--- config.mk ---
export PLATFORM = sky130hd
export DESIGN_NAME = pc_unit
export DESIGN_NICKNAME = d
export VERILOG_FILES = /design/src/rtl/riscv_pkg.sv /design/src/rtl/branch_compare.sv /design/src/rtl/pc_unit.sv
export SDC_FILE = /design/constraint.sdc
export NUM_CORES = 1
export LEC_CHECK = 0
export ABC_AREA = 0
export ABC_CLOCK_PERIOD_IN_PS = 8900
export CORE_ASPECT_RATIO = 0.7
export CORE_UTILIZATION = 51
export DETAILED_ROUTE_END_ITERATION = 10
export PLACE_DENSITY = 0.86
export SYNTH_ARGS = -nofsm -noshare
export SYNTH_HDL_FRONTEND = slang
export SYNTH_SLANG_ARGS = --single-unit
--- constraint.sdc ---
create_clock -name clk -period 8.9 [get_ports clk]
set_input_delay 1.78 -clock clk [delete_from_list [all_inputs] [get_ports clk]]
set_output_delay 1.78 -clock clk [all_outputs]
set_load 0.05 [all_outputs]
--- src/rtl/riscv_pkg.sv ---
// Shared RV32I decode constants and PC-stage state encoding.
package riscv_pkg;

  localparam logic [6:0] OP_BRANCH = 7'b1100011;
  localparam logic [6:0] OP_JAL    = 7'b1101111;
  localparam logic [6:0] OP_JALR   = 7'b1100111;
  localparam logic [6:0] OP_SYSTEM = 7'b1110011;

  localparam logic [2:0] F3_BEQ  = 3'b000;
  localparam logic [2:0] F3_BNE  = 3'b001;
  localparam logic [2:0] F3_BLT  = 3'b100;
  localparam logic [2:0] F3_BGE  = 3'b101;
  localparam logic [2:0] F3_BLTU = 3'b110;
  localparam logic [2:0] F3_BGEU = 3'b111;
  // ECALL/EBREAK share funct3 000 under the SYSTEM opcode
  localparam logic [2:0] F3_PRIV = 3'b000;

  typedef enum logic [1:0] {RUN, HALT, TRAP} pc_state_t;

endpackage

--- src/rtl/branch_compare.sv ---
// Combinational B-type condition evaluation from the two register operands.
module branch_compare
  import riscv_pkg::*;
#(
  parameter int unsigned Width = 32
) (
  input  logic [Width-1:0] rs1_data,
  input  logic [Width-1:0] rs2_data,
  input  logic [2:0]       funct3,
  output logic             take
);

  // Decode funct3 into the comparison; reserved encodings never take
  always_comb begin
    take = 1'b0;
    case (funct3)
      F3_BEQ:  take = (rs1_data == rs2_data);
      F3_BNE:  take = (rs1_data != rs2_data);
      F3_BLT:  take = ($signed(rs1_data) <  $signed(rs2_data));
      F3_BGE:  take = ($signed(rs1_data) >= $signed(rs2_data));
      F3_BLTU: take = (rs1_data <  rs2_data);
      F3_BGEU: take = (rs1_data >= rs2_data);
      default: take = 1'b0;
    endcase
  end

endmodule

--- src/rtl/pc_unit.sv ---
// Program counter / next-PC stage: branch and jump resolution, halt on
// ECALL/EBREAK, trap on misaligned taken targets.
// Optional feature: define PC_PERF_COUNTERS_EN to add retired/taken counters.
module pc_unit
  import riscv_pkg::*;
#(
  parameter int unsigned     Width    = 32,
  parameter logic [Width-1:0] RESET_PC = '0
) (
  input  logic             clk,
  input  logic             reset,
  input  logic [Width-1:0] instr,
  input  logic [Width-1:0] imm,
  input  logic [Width-1:0] rs1_data,
  input  logic [Width-1:0] rs2_data,
  input  logic             stall,
  output logic [Width-1:0] pc,
  output logic [Width-1:0] pc_plus4,
  output logic             branch_taken,
  output logic             misalign_trap,
`ifdef PC_PERF_COUNTERS_EN
  output logic [31:0]      cnt_retired,
  output logic [31:0]      cnt_taken,
`endif
  output logic             halted
);

  logic [6:0]       opcode;
  logic [2:0]       funct3;
  logic             cmp_take;
  logic             redirect;
  logic             active;
  logic             misalign;
  logic             is_halt;
  logic [Width-1:0] target;
  logic [Width-1:0] pc_q, pc_d;
  pc_state_t        state_q, state_d;

  assign opcode = instr[6:0];
  assign funct3 = instr[14:12];

  // Only opcode and funct3 are decoded here
  logic unused_instr;
  assign unused_instr = ^{instr[Width-1:15], instr[11:7]};

  branch_compare #(
    .Width (Width)
  ) u_branch_compare (
    .rs1_data (rs1_data),
    .rs2_data (rs2_data),
    .funct3   (funct3),
    .take     (cmp_take)
  );

  // Select redirect condition and target; imm arrives halved for B/J-type
  always_comb begin
    redirect = 1'b0;
    target   = pc_q + (imm << 1);
    case (opcode)
      OP_BRANCH: redirect = cmp_take;
      OP_JAL:    redirect = 1'b1;
      OP_JALR: begin
        redirect = 1'b1;
        target   = (rs1_data + imm) & ~Width'(1);
      end
      default:   redirect = 1'b0;
    endcase
  end

  assign active       = (state_q == RUN) && !stall;
  assign branch_taken = redirect && active;
  // A not-taken branch never traps, whatever its target alignment
  assign misalign     = branch_taken && (target[1:0] != 2'b00);
  assign is_halt      = (opcode == OP_SYSTEM) && (funct3 == F3_PRIV);
  assign pc_plus4     = pc_q + Width'(4);

  // Next PC and state; stall and HALT/TRAP hold everything
  always_comb begin
    pc_d    = pc_q;
    state_d = state_q;
    if (active) begin
      if (misalign) begin
        state_d = TRAP;
      end else if (is_halt) begin
        state_d = HALT;
      end else if (branch_taken) begin
        pc_d = target;
      end else begin
        pc_d = pc_plus4;
      end
    end
  end

  // PC and state registers with synchronous reset
  always_ff @(posedge clk) begin
    if (reset) begin
      pc_q    <= RESET_PC;
      state_q <= RUN;
    end else begin
      pc_q    <= pc_d;
      state_q <= state_d;
    end
  end

  assign pc            = pc_q;
  assign misalign_trap = (state_q == TRAP);
  assign halted        = (state_q == HALT);

`ifdef PC_PERF_COUNTERS_EN
  logic [31:0] retired_q, retired_d;
  logic [31:0] taken_q, taken_d;

  // Saturating counters; an instruction that traps neither retires nor counts as taken
  always_comb begin
    retired_d = retired_q;
    taken_d   = taken_q;
    if (active && !misalign) begin
      if (retired_q != 32'hFFFF_FFFF) retired_d = retired_q + 32'd1;
      if (branch_taken && (opcode == OP_BRANCH) && (taken_q != 32'hFFFF_FFFF)) begin
        taken_d = taken_q + 32'd1;
      end
    end
  end

  // Counter registers with synchronous reset
  always_ff @(posedge clk) begin
    if (reset) begin
      retired_q <= '0;
      taken_q   <= '0;
    end else begin
      retired_q <= retired_d;
      taken_q   <= taken_d;
    end
  end

  assign cnt_retired = retired_q;
  assign cnt_taken   = taken_q;
`endif

endmodule

==> results of run 1 <==
placed cells by master, fill, tap and decap left out, drive strengths merged, types with 12 or more instances in the layout:
cell type	netlist	layout
a31oi	12	12
a21oi	95	95
inv	62	62
o21ai	55	55
nand3	23	23
nand4	18	18
o21a	13	13
nand2	78	78
nand2b	15	15
o211ai	13	13
nor2	83	83
o31ai	12	12
ha	93	93
clkdlybuf4s50	0	175
nor2b	12	12
and3	23	23
a21o	25	25
xor2	17	17
nor3	22	22
xnor2	51	51
dfxtp	34	34
registers in the layout, summed over array words and instances (netlist names):
signal and flops:
pc 32, state_q 2
power breakdown:
part	internal [mW]	total [mW]	switching (mW)	leakage [nW]
Clock	0.138	0.205	0.0667	0.0829
Combinational	0.153	0.344	0.191	3.31
Sequential	0.155	0.160	0.00476	0.275
layer usage:
metal  track usage  routed length (um)  vias up
met5             0                  12        -
met4        0.0674                 289        2
met3        0.0759                2640       29
met2         0.469                8650      401
met1         0.455               10100     3360
li1              -                   -     3742
worst max path at each step:
stage / depth (start not counted) / to / slack, ps / start
3_5_place_dp: 12 / branch_taken / 1550 / rs1_data[31]
3_3_place_gp: 12 / branch_taken / 1520 / rs1_data[31]
6_report: 12 / branch_taken / 1450 / rs1_data[31]
4_1_cts: 12 / branch_taken / 1530 / rs1_data[31]
5_1_grt: 13 / branch_taken / 1200 / rs2_data[31]
2_1_floorplan: 11 / branch_taken / 3020 / rs2_data[14]
cells by family (layout without fill, tap and decap cells):
logic type	after synthesis	count (layout)	synth area share
compound gates	300	300	0.297
xor+xnor	68	68	0.0898
fa+ha+maj	95	95	0.182
buf+inv	89	250	0.0547
flops	34	34	0.103
mux	13	13	0.0200
simple gates	328	328	0.254
stage by stage:
stage	instance area [sq um]	std cells	hold slack (ps)
2_1_floorplan	6630	927	488
3_3_place_gp	8510	1243	502
3_5_place_dp	8510	1243	509
4_1_cts	8670	1250	520
5_1_grt	8670	1250	547
6_report	8670	1250	520
worst register-to-register path: cells and delay by family, from the launching register on:
family / cells / cell delay (ps)
DFF: 1 / 400
and+or+nand+nor: 4 / 1090
AOI/OAI and AO/OA: 5 / 1340
adders and majority gates: 1 / 450
area by class of cell:
cell class	count	area (sq um)
tap	162	203
timing repair buffer	181	1800
sequential	34	681
multi-input combinational	804	5590
clock inverter	1	30.0
inverter	62	233
fill	1071	3870
clock buffer	6	139
==> impl_metrics.py, run 1 <==
metrics = {
    "run_status": {
        "outcome": "complete, but fails checks",
        "violations": "DRC",
    },
    "drt": {
        "first_pass_iters": 9,
        "post_drt_wl_per_cell_um": 17.3,
        "drc": 22,
        "via_per_inst": 6.03,
        "num_vias": 7534,
        "postRouteAntennaNets": 0,
        "drt-total-wl_um": 21600,
        "drt_iter0_drc": 850,
    },
    "synth": {
        "synth_area_leaders": "ha_1, dfxtp_1, a21oi_1, xnor2_1, nor2_1",
        "synth_top_cell_by_area": "ha_1",
        "synth_edf_count": 0,
        "synth_seq_cells": 34,
        "synth.most_common_cell": "a21oi_1",
        "netlist.area_leader.share": 0.176,
        "syn_nets": 1153,
        "async_reset_ff_frac": 0,
        "ys_types": 75,
        "synth_ff_type": "dfxtp_1",
        "syn_area_sq_um": 6630,
        "yosysSeqAreaShare": 0.103,
        "ys.warnings.count": 0,
        "avgSynthCellArea_sq_um": 7.15,
        "syn-instance-count": 927,
        "synth.top_cells.by_count": "a21oi_1, ha_1, nor2_1",
    },
    "pwr": {
        "peakVddDrop_mv": 0.0736,
        "powerDensity_nw_per_um2": 81.7,
        "power.total_uw": 708,
        "p_leak_nw": 3.67,
    },
    "floorplanning": {
        "die_x_um": 138,
        "boundaryPins": 198,
        "row_count": 34,
        "die_h_um": 97.4,
        "coreArea_sq_um": 12500,
        "die-area_sq_um": 13500,
        "initial_utilization": 0.528,
    },
    "sta": {
        "slew_violations": 0,
        "post-route-period-util": 0.837,
        "slew_headroom": 0.110,
        "fmax_ghz": 0.134,
        "hold_viol_final": 0,
        "setup_viol": 0,
        "skew_ps": 3.63,
        "setup_ws_ps": 1450,
        "fin_crit_ps": 7450,
        "fin_tns_setup_ps": 0,
        "rsz0062_at_grt": "false",
        "worst_pin_slew_ps": 1330,
    },
    "setup_path": {
        "critPathTopFamily": "buffers and inverters",
        "r2r_slack_ps": 5510,
        "crit_type": "in2out",
        "end_kind": "primary output",
        "cp_slowest_cell": "clkdlybuf4s50_1",
        "cp_max_fo": 5,
        "cp_data_required_time_ps": 7120,
        "rr_startpoint": "pc[15]",
        "critPathBufInv": 3,
        "cp_slowest_stage_delay_ps": 710,
        "critPathMostFrequentCell": "clkdlybuf4s50_1",
        "r2r-end": "pc[31]",
        "rr_worst_depth": 10,
        "cp_cell_sequence": "clkdlybuf4s50_1 -> ha_1 -> nand4_1 -> nor4_2 -> nor2_1 -> a41oi_1 -> nor4b_1 -> o31ai_2 -> a21boi_1 -> o21ai_0 -> inv_1 -> clkdlybuf4s50_1",
        "arrival_ps": 5670,
        "startpoint_type": "primary input",
    },
    "final_layout": {
        "final_nets": 1314,
        "drive_above_1_share": 0.0303,
        "syn_to_final_growth_pct": 30.9,
        "fin_util": 0.691,
        "diodes": 0,
    },
    "worst_hold_path": {
        "min_from": "pc[0]",
        "hold_class": "reg2reg",
        "min_delay_path_depth": 1,
        "hold_end": "pc[0]",
    },
    "grt": {
        "antenna_found_initial": 1,
        "grt_max_degree": 42,
        "overflow": 0,
        "grtUsageTotal": 0.315,
        "grt_first_pass_wirelength_um": 34400,
        "grt_pass1_vias": 6876,
    },
    "clock_network": {
        "post_cts_buffers": 0,
        "clk_pin_slew_ps": 60,
        "numCtsBuffers": 5,
        "cts_tree": "done",
        "clockBufferDepth": 2,
        "cts_hold_buf": 0,
        "insertion_delay_ps": 280,
        "cts_resized": 0,
        "cts-root-buf": "clkbuf_16",
        "clock_sinks": 34,
        "cts-htree-levels": 2,
    },
    "place": {
        "place_hpwl_um": 17400,
        "dpl_worst_slack_ps": 1550,
        "routabilityCongestion": 0.967,
        "numPortBuffers": 175,
    },
    "flow_run": {
        "drv_cap": 0,
    },
}
Note: power is estimated with default switching activity, not from simulation.
==> run 2: changes to the inputs <==
- ABC_CLOCK_PERIOD_IN_PS: 8900 -> 6200
- CORE_UTILIZATION: 51 -> 45
- PLACE_DENSITY: 0.86 -> 0.8
- clock period: 8.9 -> 6.2 ns (I/O delays scaled with it)
==> run 2 against run 1 <==
Against the previous run:
- the flow now finishes without violations
- routed wire length increased by 4.4%
- sequential power increased by 44%
- critical path depth unchanged
- largest cell class unchanged
==> impl_metrics.py, run 2 (synthesis gave the netlist of run 1 again) <==
metrics = {
    "worst_hold_path": {
        "hold_class": "reg2reg",
    },
    "clock_network": {
        "cts-htree-levels": 2,
        "numCtsBuffers": 5,
        "cts_tree": "done",
        "clk_pin_slew_ps": 60,
        "cts_resized": 0,
        "clockBufferDepth": 2,
        "post_cts_buffers": 0,
        "insertion_delay_ps": 280,
        "cts-root-buf": "clkbuf_16",
        "clock_sinks": 34,
        "cts_hold_buf": 0,
    },
    "floorplanning": {
        "initial_utilization": 0.469,
        "die_x_um": 147,
        "row_count": 36,
        "die_h_um": 104,
        "boundaryPins": 198,
        "coreArea_sq_um": 14100,
        "die-area_sq_um": 15200,
    },
    "setup_path": {
        "cp_slowest_cell": "nor4_2",
        "cp_slowest_stage_delay_ps": 540,
        "arrival_ps": 4620,
        "critPathTopFamily": "compound AO/OA/AOI/OAI gates",
        "cp_data_required_time_ps": 4960,
        "cp_max_fo": 5,
        "crit_type": "in2out",
        "cp_cell_sequence": "clkdlybuf4s50_1 -> ha_1 -> nand4_1 -> nor4_2 -> nor2_1 -> a41oi_1 -> nor4b_1 -> o31ai_2 -> a21boi_1 -> o21ai_0 -> inv_1 -> buf_4",
        "startpoint_type": "primary input",
        "end_kind": "primary output",
        "critPathBufInv": 3,
    },
    "sta": {
        "rsz0062_at_grt": "false",
        "hold_viol_final": 0,
        "setup_viol": 0,
        "fmax_ghz": 0.171,
        "worst_pin_slew_ps": 1040,
        "fin_tns_setup_ps": 0,
        "skew_ps": 3.63,
        "fin_crit_ps": 5860,
        "setup_ws_ps": 337,
        "slew_violations": 0,
        "slew_headroom": 0.303,
        "post-route-period-util": 0.946,
    },
    "place": {
        "place_hpwl_um": 18100,
        "routabilityCongestion": 0.993,
        "dpl_worst_slack_ps": 402,
        "numPortBuffers": 175,
        "placed_cells_incl_taps": 1275,
    },
    "final_layout": {
        "largest_reg_flops": 32,
        "drive_above_1_share": 0.0357,
        "syn_to_final_growth_pct": 31.5,
        "fin_cells": 1283,
        "final_nets": 1318,
        "final_common_cell": "clkdlybuf4s50_1",
        "final_cell_mix": "clkdlybuf4s50_1, a21oi_1, ha_1",
        "diodes": 0,
    },
    "drt": {
        "first_pass_iters": 5,
        "via_per_inst": 6.03,
        "postRouteAntennaNets": 0,
        "drt_iter0_drc": 805,
        "drc": 0,
        "drt-total-wl_um": 22600,
        "num_vias": 7732,
        "post_drt_wl_per_cell_um": 17.6,
    },
    "grt": {
        "overflow": 0,
        "grtUsageTotal": 0.287,
        "grt_max_degree": 34,
        "grt_pass1_vias": 6862,
        "antenna_found_initial": 0,
        "grt_first_pass_wirelength_um": 35500,
    },
    "pwr": {
        "peakVddDrop_mv": 0.0850,
        "powerDensity_nw_per_um2": 114,
        "p_leak_nw": 3.68,
    },
    "run_status": {
        "outcome": "finished, final reports clean",
    },
    "flow_run": {
        "drv_cap": 0,
    },
}
-- run 2: changes by cell type in the layout (fill, tap and decap cells not counted), sizes merged --
cell | before | now
clkinv | 0 | 1
bufinv | 1 | 0
clkdlybuf4s50 | 175 | 174
clkinvlp | 0 | 1
buf | 6 | 11
-- run 2: layout make-up --
cell class,count,area [sq um]
Clock buffer,6,139
Clock inverter,2,12.5
Fill cell,1299,5420
Inverter,62,233
Multi-Input combinational cell,804,5590
Sequential cell,34,681
Tap cell,190,238
Timing Repair Buffer,185,1820
-- run 2: layer usage --
| metal | GRT usage | up-vias | part of all wire |
|---|---|---|---|
| met5 | 0 | - | 0 |
| met4 | 0.0390 | 0 | 0.010 |
| met3 | 0.0454 | 27 | 0.11 |
| met2 | 0.416 | 449 | 0.40 |
| met1 | 0.445 | 3504 | 0.48 |
| li1 | - | 3752 | - |
-- run 2: final timing paths --
| kind | startpoint | end | slack [ps] | depth (start not counted) |
|---|---|---|---|---|
| hold reg to reg | pc[0] | pc[0] | 510 | 1 |
| hold / removal | pc[0] | pc[0] | 510 | 1 |
| setup reg to reg | pc[15] | pc[31] | 2760 | 10 |
| setup / recovery | rs1_data[31] | branch_taken | 340 | 12 |
-- run 2: worst register-to-register path, cell delays in order, from the launching register on --
cell and delay, ps:
dfxtp_1 420, ha_1 460, and4_1 280, and4_1 280
or3b_1 360, a21oi_1 280, o2111ai_1 200, a31oi_1 410
nor3_1 140, o311ai_0 350, a31oi_1 140
-- run 2: through the flow --
step	hold slack (ps)	instance area, sq um	power, mW	utilization
floorplan	488	6630	0.541	-
global placement	504	8570	0.709	0.606
detailed placement	503	8570	0.719	0.606
CTS	514	8720	0.983	0.617
global route	541	8720	1.04	0.617
finish	513	8720	0.993	0.617
-- run 2: where the power goes --
| group | internal [mW] | total [mW] | switching (mW) |
|---|---|---|---|
| registers | 0.223 | 0.230 | 0.00721 |
| logic | 0.221 | 0.499 | 0.278 |
| clock network | 0.159 | 0.265 | 0.105 |
